<file path="config.mk">
export PLATFORM = sky130hd
export DESIGN_NAME = store_queue
export DESIGN_NICKNAME = d
export VERILOG_FILES = /design/src/rtl/store_queue.sv
export SDC_FILE = /design/constraint.sdc
export NUM_CORES = 1
export LEC_CHECK = 0
export CORE_ASPECT_RATIO = 0.9
export CORE_MARGIN = 3
export CORE_UTILIZATION = 40
export CTS_CLUSTER_DIAMETER = 150
export DETAILED_ROUTE_END_ITERATION = 7
export PLACE_DENSITY_LB_ADDON = 0.1
export SLEW_MARGIN = 20
export SYNTH_ARGS = -nofsm -noshare
export SYNTH_HDL_FRONTEND = slang
export SYNTH_SLANG_ARGS = --single-unit
</file>
<file path="constraint.sdc">
create_clock -name clock -period 10.9 [get_ports clock]
set_input_delay 2.18 -clock clock [delete_from_list [all_inputs] [get_ports clock]]
set_output_delay 2.18 -clock clock [all_outputs]
set_load 0.03 [all_outputs]
</file>
<file path="src/rtl/store_queue.sv">
// Circular LSQ store queue: dispatch alloc, execute capture, youngest-older load forwarding, in-order drain over valid/ready.
// Outputs are combinational from state; mem_* held stable under !mem_ready. Define SQ_FORWARD_EN to forward, else matches stall.
module store_queue #(
  parameter int SQ_SIZE  = 8,
  parameter int WIDTH    = 2,
  parameter int XLEN     = 32,
  parameter int ROB_SIZE = 32,
  localparam int P  = $clog2(SQ_SIZE),
  localparam int RW = $clog2(ROB_SIZE)
) (
  input  logic                       clock,
  input  logic                       reset,
  input  logic                       rollback,
  input  logic [WIDTH-1:0]           storeen,
  input  logic [WIDTH-1:0][RW-1:0]   robnum,
  output logic [WIDTH-1:0][P-1:0]    sqp,
  output logic [WIDTH-1:0]           full,
  input  logic [WIDTH-1:0]           sten,
  input  logic [WIDTH-1:0][P-1:0]    st_sqp,
  input  logic [WIDTH-1:0][XLEN-1:0] st_addr,
  input  logic [WIDTH-1:0][XLEN-1:0] st_data,
  input  logic                       ld_valid,
  input  logic [XLEN-1:0]            ld_addr,
  input  logic [P-1:0]               ld_sqp,
  output logic                       ld_hit,
  output logic [XLEN-1:0]            ld_data,
  output logic                       ld_stall,
  input  logic [WIDTH-1:0]           retirest,
  output logic                       mem_valid,
  output logic [XLEN-1:0]            mem_addr,
  output logic [XLEN-1:0]            mem_data,
  input  logic                       mem_ready,
  output logic                       empty
);

  logic [SQ_SIZE-1:0]         r_valid, r_addr_valid, r_committed;
  logic [XLEN-1:0]            r_addr [SQ_SIZE];
  logic [XLEN-1:0]            r_data [SQ_SIZE];
  logic [SQ_SIZE-1:0][RW-1:0] r_robnum;
  logic [P-1:0]               r_head, r_cmt, r_tail;
  logic [P:0]                 r_count;

  logic [P:0]         w_free, w_n_alloc, w_n_ret, w_rb_count;
  logic [P-1:0]       w_pre, w_cmt_next, w_head_next, w_rb_diff, w_dist, w_idx;
  logic [WIDTH-1:0]   w_alloc;
  logic [SQ_SIZE-1:0] w_cmt_set, w_keep;
  logic               w_drain, w_match;
`ifdef SQ_FORWARD_EN
  logic [XLEN-1:0]    w_match_data;
`endif

  // ROB tags are kept per entry for debug visibility; nothing in this block consumes them.
  logic w_unused_robnum;
  assign w_unused_robnum = ^r_robnum;

  assign w_free = (P+1)'(SQ_SIZE) - r_count;

  always_comb begin
    sqp       = '0;
    full      = '0;
    w_alloc   = '0;
    w_n_alloc = '0;
    w_n_ret   = '0;
    w_pre     = '0;
    for (int i = 0; i < WIDTH; i++) begin
      full[i]    = (w_free <= (P+1)'(i));
      sqp[i]     = r_tail + w_pre;
      w_alloc[i] = storeen[i] & ~full[i] & ~rollback;
      if (storeen[i]) w_pre = w_pre + 1'b1;
      if (w_alloc[i]) w_n_alloc = w_n_alloc + 1'b1;
      if (retirest[i]) w_n_ret = w_n_ret + 1'b1;
    end
  end

  always_comb begin
    w_cmt_set = '0;
    for (int k = 0; k < WIDTH; k++)
      if ((P+1)'(k) < w_n_ret) w_cmt_set[r_cmt + P'(k)] = 1'b1;
  end

  assign mem_valid   = r_valid[r_head] & r_committed[r_head];
  assign mem_addr    = mem_valid ? r_addr[r_head] : '0;
  assign mem_data    = mem_valid ? r_data[r_head] : '0;
  assign empty       = (r_count == '0);
  assign w_drain     = mem_valid & mem_ready;
  assign w_cmt_next  = r_cmt + w_n_ret[P-1:0];
  assign w_head_next = r_head + {{(P-1){1'b0}}, w_drain};
  assign w_keep      = r_committed | w_cmt_set;

  // tail-head alone is ambiguous when every surviving entry is committed and the ring is full.
  always_comb begin
    w_rb_diff  = w_cmt_next - w_head_next;
    w_rb_count = {1'b0, w_rb_diff};
    if (w_rb_diff == '0 && r_valid[w_head_next] && w_keep[w_head_next])
      w_rb_count = (P+1)'(SQ_SIZE);
  end

  always_comb begin
    w_dist  = ld_sqp - r_head;
    w_idx   = '0;
    w_match = 1'b0;
`ifdef SQ_FORWARD_EN
    w_match_data = '0;
`endif
    for (int k = 0; k < SQ_SIZE; k++) begin
      w_idx = r_head + P'(k);
      if (P'(k) < w_dist && r_valid[w_idx] && r_addr_valid[w_idx] && r_addr[w_idx] == ld_addr) begin
        w_match = 1'b1;
`ifdef SQ_FORWARD_EN
        w_match_data = r_data[w_idx];
`endif
      end
    end
  end

`ifdef SQ_FORWARD_EN
  assign ld_hit   = ld_valid & w_match;
  assign ld_data  = (ld_valid & w_match) ? w_match_data : '0;
  assign ld_stall = 1'b0;
`else
  assign ld_hit   = 1'b0;
  assign ld_data  = '0;
  assign ld_stall = ld_valid & w_match;
`endif

  always_ff @(posedge clock) begin
    if (reset) begin
      r_valid      <= '0;
      r_addr_valid <= '0;
      r_committed  <= '0;
      r_robnum     <= '0;
      for (int j = 0; j < SQ_SIZE; j++) begin
        r_addr[j] <= '0;
        r_data[j] <= '0;
      end
      r_head  <= '0;
      r_cmt   <= '0;
      r_tail  <= '0;
      r_count <= '0;
    end else begin
      for (int i = 0; i < WIDTH; i++) begin
        if (sten[i]) begin
          r_addr[st_sqp[i]]       <= st_addr[i];
          r_data[st_sqp[i]]       <= st_data[i];
          r_addr_valid[st_sqp[i]] <= 1'b1;
        end
      end
      for (int j = 0; j < SQ_SIZE; j++)
        if (w_cmt_set[j]) r_committed[j] <= 1'b1;
      if (w_drain) begin
        r_valid[r_head]      <= 1'b0;
        r_addr_valid[r_head] <= 1'b0;
        r_committed[r_head]  <= 1'b0;
      end
      for (int i = 0; i < WIDTH; i++) begin
        if (w_alloc[i]) begin
          r_valid[sqp[i]]      <= 1'b1;
          r_addr_valid[sqp[i]] <= 1'b0;
          r_committed[sqp[i]]  <= 1'b0;
          r_robnum[sqp[i]]     <= robnum[i];
        end
      end
      if (rollback) begin
        for (int j = 0; j < SQ_SIZE; j++) begin
          if (!w_keep[j]) begin
            r_valid[j]      <= 1'b0;
            r_addr_valid[j] <= 1'b0;
            r_committed[j]  <= 1'b0;
          end
        end
      end
      r_head <= w_head_next;
      r_cmt  <= w_cmt_next;
      if (rollback) begin
        r_tail  <= w_cmt_next;
        r_count <= w_rb_count;
      end else begin
        r_tail  <= r_tail + w_n_alloc[P-1:0];
        r_count <= r_count + w_n_alloc - (P+1)'(w_drain);
      end
    end
  end

endmodule

</file>
# ---- Yosys cells after proc, flatten, opt, wreduce, memory -nomap -nowiden
# Memory sizes are Yosys's and may differ from the RTL's. A register that Yosys moved wholly into a read port is not among the register bits.
# Cells that the tools add are included.
dict set report totals {
  register_bits 37
  mem_bits_rw 512
  in_bits 190
  out_inout_bits 108
  word_cells 291
  n_memories 2
}
dict set report classes {
  add_sub_neg 19
  n_lt_le_gt_ge 34
  n_eq_ne 8
  mux 156
  bitwise_logic 26
  reduce_logical 39
}
# memory words width read_ports rd_clocked_by_memory_dff wr line_no
set memory_table {}
lappend memory_table {r_addr 8 32 8 1 8 37} ;# logic [XLEN-1:0] r_addr [SQ_SIZE];
lappend memory_table {r_data 8 32 1 1 8 38} ;# logic [XLEN-1:0] r_data [SQ_SIZE];
# cell n
set op_table {}
lappend op_table {{== test 32 bit} 8}
lappend op_table {{two-way mux 32 bit} 6}
lappend op_table {{two-way mux 8 bit} 24}
lappend op_table {{OR reduction 32 bit} 4}
lappend op_table {{two-way mux 1 bit} 89}
lappend op_table {{< comparator 3 x 4 -> 1 bit (second input constant)} 15}
lappend op_table {{binary-select mux 1 bit (select 3 bit)} 19}
lappend op_table {{bitwise AND 8 bit} 7}
lappend op_table {{OR 8 bit} 6}
lappend op_table {{logical AND 1 bit} 33}
lappend op_table {{NOT 8 bit} 3}
lappend op_table {{demux 1 bit (select 3 bit)} 7}
lappend op_table {{greater-or-equal comparator 3 x 1 -> 1 bit (second input constant)} 7}
lappend op_table {{two-way mux 3 bit} 7}
lappend op_table {{two-way mux 4 bit} 4}
lappend op_table {{adder 3 bit (second input constant)} 4}
lappend op_table {{< comparator 3 bit (first input constant)} 4}
lappend op_table {{adder 3 bit} 3}
lappend op_table {{adder 4 x 1 -> 4 bit (second input constant)} 2}
lappend op_table {{less-or-equal comparator 4 x 1 -> 1 bit (second input constant)} 2}
lappend op_table {{< comparator 1 x 4 -> 1 bit (first input constant)} 2}
lappend op_table {{bitwise AND 1 bit} 7}
lappend op_table {{adder 3 x 1 -> 3 bit (second input constant)} 2}
lappend op_table {{adder 3 x 2 -> 3 bit (second input constant)} 2}
lappend op_table {{other kinds (10)} 15}

# ---- Depth between registers and ports, before layout
dict set report logic_depth {
  word_depth 20
  depth_mapped 19
  mapped_depth_nobuf 16
}

# ---- Least setup slack after synthesis
# No wires, ideal clock.
dict set report synth_timing {
  path_kind {input-to-output}
  start {input port ld_sqp[0]}
  end {output port ld_stall}
  t_arrival_ns 4.406
  t_required_ns 8.720
  setup_slack_ns 4.314
  path_stages 12
  path_buffers 0
  cell_sequence {inv_1 ha_1 inv_1 fa_1 xnor2_1 xnor2_1 nand2_1 a2111oi_0 nand2_1 nor4_1 nor4_1 a41oi_2}
}
dict set report synth_via {
  elab_chain_len 14
  elab_cells_between_ends 42
  classes_between {1 x add/sub; 8 x order compare; 8 x mux; 1 x bitwise; 24 x reduce/logical}
}
# item line_no
set synth_rtl {}
lappend synth_rtl {{start: declaration} 24} ;# input logic [P-1:0] ld_sqp,
lappend synth_rtl {{subtractor 3 bit (*)} 99} ;# w_dist = ld_sqp - r_head;
lappend synth_rtl {{< comparator 1 x 3 -> 1 bit} 107} ;# if (P'(k) < w_dist && r_valid[w_idx] && r_addr_valid[w_idx] && r_addr[w_idx] == ld_addr) begin
lappend synth_rtl {{logical AND 1 bit (3 in series)} 107}
lappend synth_rtl {{two-way mux 1 bit (7 in series)} 107}
lappend synth_rtl {{two-way mux 1 bit (*)} 107}
lappend synth_rtl {{bitwise AND 1 bit (*)} 123} ;# assign ld_stall = ld_valid & w_match;
lappend synth_rtl {{end: declaration} 27} ;# output logic ld_stall,
# Every way passes the cells marked *; elsewhere a longest branch is shown, timed or not.

# ---- Worst setup path after layout
dict set report layout_timing {
  start {register r_head[1]}
  end {output port ld_stall}
}
dict set report layout_via {
  elab_chain_len 14
  elab_cells_between_ends 89
  classes_between {8 x add/sub; 8 x order compare; 7 x eq/ne; 40 x mux; 1 x bitwise; 24 x reduce/logical; 1 x memory}
}
# item line_no
set layout_rtl {}
lappend layout_rtl {{start: declaration} 40} ;# logic [P-1:0] r_head, r_cmt, r_tail;
lappend layout_rtl {{start signal: assignment} 172} ;# r_head <= w_head_next;
lappend layout_rtl {{branches (longest 12 deep; another with memory (8 x 32 bit))} --}
lappend layout_rtl {{two-way mux 1 bit (*)} 107}
lappend layout_rtl {{bitwise AND 1 bit (*)} 123}
# Mark *: on every way between the ends. The select of a mux whose other input is x is not followed.

==> results.ini <==
[die]
die_x_um=346.8
pin_count=298
coreArea_sq_um=102800
row_count=111
die_h_um=312.7
die_area_sq_um=108400
initial_utilization_pct=40.68

[clock_tree]
htree_levels=3
cts.sinks=549
cts_resized=0
cts_buffers=68
clock_path_buffers=3
post_cts_buffers=0
clk_pin_slew_ns=0.06
holdBufCountCts=0
cts_tree=done
clock_latency_ns=0.64
root_buffer=clkbuf_16

[synthesis]
async_flop_share_pct=0
synth_area_sq_um=41810
yosys.area.top_type_share_pct=36.78
synth.top_cells.by_count=a22o_1 (520), edfxtp_1 (512), mux4_2 (377), mux2i_1 (285), nand2_1 (245)
synth-main-ff-cell=edfxtp_1
synth-edff-count=512
synth_largest_area_cell=edfxtp_1
synth_cell_types=73
synth_area_per_cell_sq_um=12.30
synth_most_common_cell=a22o_1
ys_seq_area_share_pct=38.55
yosysWarnings=0
synthCells=3400
yosys-top-cells-area=edfxtp_1 (37%), mux4_2 (20%), a22o_1 (11%)
ys_seq_elements=549

[layout]
nets=3566
fillers=9274
area_delta_synth_final_pct=12.36
drive_above_1_share_pct=18.05

[route]
first_pass_iters=6
drtAntennaViolNets=0
wl_mm=176.6
drtIter0Drc=4019
vias_per_cell=7.009
wl_per_cell_um=37.05
drc=0
vias=33410

[global_route]
grt_pass1_vias=32520
grt_pass1_wl_mm=248.6
grt-ovfl-total=0
grtUsageTotal_pct=31.60
grt_max_degree=99
antenna_found_initial=20

[power_and_ir_drop]
power.total_uw=6259
swShare_pct=31.40
power_switching_uw=1966
intPower_uw=4294
peakVddDrop_uv=114.2
seqPwrFrac_pct=42.9
p_comb_share_pct=20.8
leakage_uw=0.01539
power.density_nw_per_um2=133.3
clock_power_share_pct=36.3

[critical_path]
worst_ep_required_time_ns=8.72
reg2regPathDepth=18
crit_fanout=49
r2r-start=r_head[1]
cp_top_family=buffers and inverters
crit_path_start_kind=register
crit_buf_inv=4
reg2reg_to=r_count[3]
arrival_ns=7.08
cp_slowest_cell=dfxtp_4
cp-end-kind=output pin
cp_cell_sequence=inv_2, buf_4, ha_4, buf_4, mux4_2, mux2i_1, xor2_1, nand4_1, nor4_1, nand4_1, a41oi_2, clkdlybuf4s50_1
path_class=register to output pin
max_stage_delay_ns=0.89
reg2reg_slack_ns=4.09

[worst_hold_path]
worstHoldStart=r_valid[4]
min_path_type=register to register
whs_path_depth=2
worst_hold_path.endpoint=r_valid[4]

[timing]
report.final.slew_viol_count=0
fin_crit_ns=9.264
worstMarginPinSlew_ns=1.268
fmax_mhz=107.9
setup_viol=0
rsz0062_at_grt=no
finalHoldViolCount=0
slew_headroom_pct=15.16
whs_ns=0.5283
fin_skew_ns=0.01525
fin_crit_sh_pct=84.99
totalNegativeSetupSlack_ns=0

[placement]
gp_congestion=0.9826
port_buffers=254
dp_hpwl_mm=108.2

[run]
drv_cap=0

[outcome]
outcome=finished clean

[power by group through the flow]
stage	clock, uW	sequential (uW)	combinational, uW
after floorplan	0	2640	839
after global placement	0	2700	1270
after detailed placement	0	2720	1280
after CTS	2300	2670	1280
after global routing	2390	2700	1360
final	2270	2680	1300
[worst min-delay path, delay by kind of cell (launching register included)]
family	cells	cell delay [ns]
and+or+nand+nor	1	0.07
AOI/OAI and AO/OA	1	0.06
DFF	1	0.34
[layer usage]
| metal | wire [um] | GRT usage (%) |
|---|---|---|
| met1 | 69030 | 41.85 |
| met4 | 8390 | 13.91 |
| met5 | 129 | 0 |
| met2 | 80140 | 48.75 |
| met3 | 18920 | 8.545 |
[cells in the final DEF, fill, tap and decap left out, types with 12 or more instances in the layout]
| cell | count |
|---|---|
| a22o_1 | 520 |
| edfxtp_1 | 512 |
| mux4_2 | 377 |
| mux2i_1 | 285 |
| clkdlybuf4s50_1 | 253 |
| nand2_1 | 245 |
| xnor2_1 | 184 |
| nor2_1 | 95 |
| buf_4 | 75 |
| xor2_1 | 71 |
| a21oi_1 | 69 |
| clkbuf_16 | 68 |
| nand3_1 | 57 |
| a22oi_1 | 45 |
| nand4_1 | 39 |
| nor4_1 | 38 |
| dfxtp_1 | 34 |
| conb_1 | 33 |
| o21ai_0 | 28 |
| inv_1 | 26 |
| o21ai_1 | 25 |
| a32oi_1 | 22 |
| ha_1 | 21 |
| a221oi_1 | 20 |
| nor3_1 | 19 |
| clkinv_1 | 15 |
| clkbuf_1 | 15 |
| nand2b_1 | 13 |
| nor2b_1 | 12 |
[how the worst max path moves through the flow]
stage               from        to  slack, ns  cells past startpoint
2_1_floorplan  ld_sqp[0]  ld_stall       4.31                     12
3_3_place_gp   r_head[1]  ld_stall       2.50                     12
3_5_place_dp   r_head[1]  ld_stall       2.41                     12
4_1_cts        r_head[1]  ld_stall       1.70                     12
5_1_grt        r_head[1]  ld_stall       1.40                     12
6_report       r_head[1]  ld_stall       1.64                     12
[cell type report]
cell class	count	area, sq um	share of cell area (%)
Tap cell	1356	1697	3.612
Multi-Input combinational cell	2364	23570	50.18
Clock inverter	40	454.2	0.9669
Antenna cell	9	22.52	0.04795
Sequential cell	549	16130	34.33
Timing Repair Buffer	335	3221	6.856
Inverter	31	121.4	0.2584
Clock buffer	83	1758	3.742
[through the flow]
step	worst slack [ns]	instances	instance area [sq um]	utilization, %
after floorplan	4.314	3432	41930	-
after global placement	2.502	4635	44740	43.53
after detailed placement	2.406	4635	44740	43.53
after CTS	1.704	4758	46950	45.68
after global routing	1.399	4761	46960	45.69
final	1.636	4767	46970	45.70
[flip-flops by register name (all words and copies together), names as in the netlist]
name and cells:
r_head 3, r_cmt 3, r_count 4, r_tail 3, r_committed 8, r_valid 8, r_data 256, r_addr_valid 8
r_addr 256
[cell families after synthesis]
family | Yosys count | synth area share [%]
buffers and inverters | 519 | 5.899
muxes | 667 | 27.27
DFF | 549 | 38.55
xor gates and xnor gates | 260 | 5.546
and+or+nand+nor | 575 | 6.372
other | 1 | 0.008970
AOI/OAI and AO/OA | 802 | 15.48
adders and majority gates | 27 | 0.8799
No activity file was read; power rests on OpenSTA's default activity.
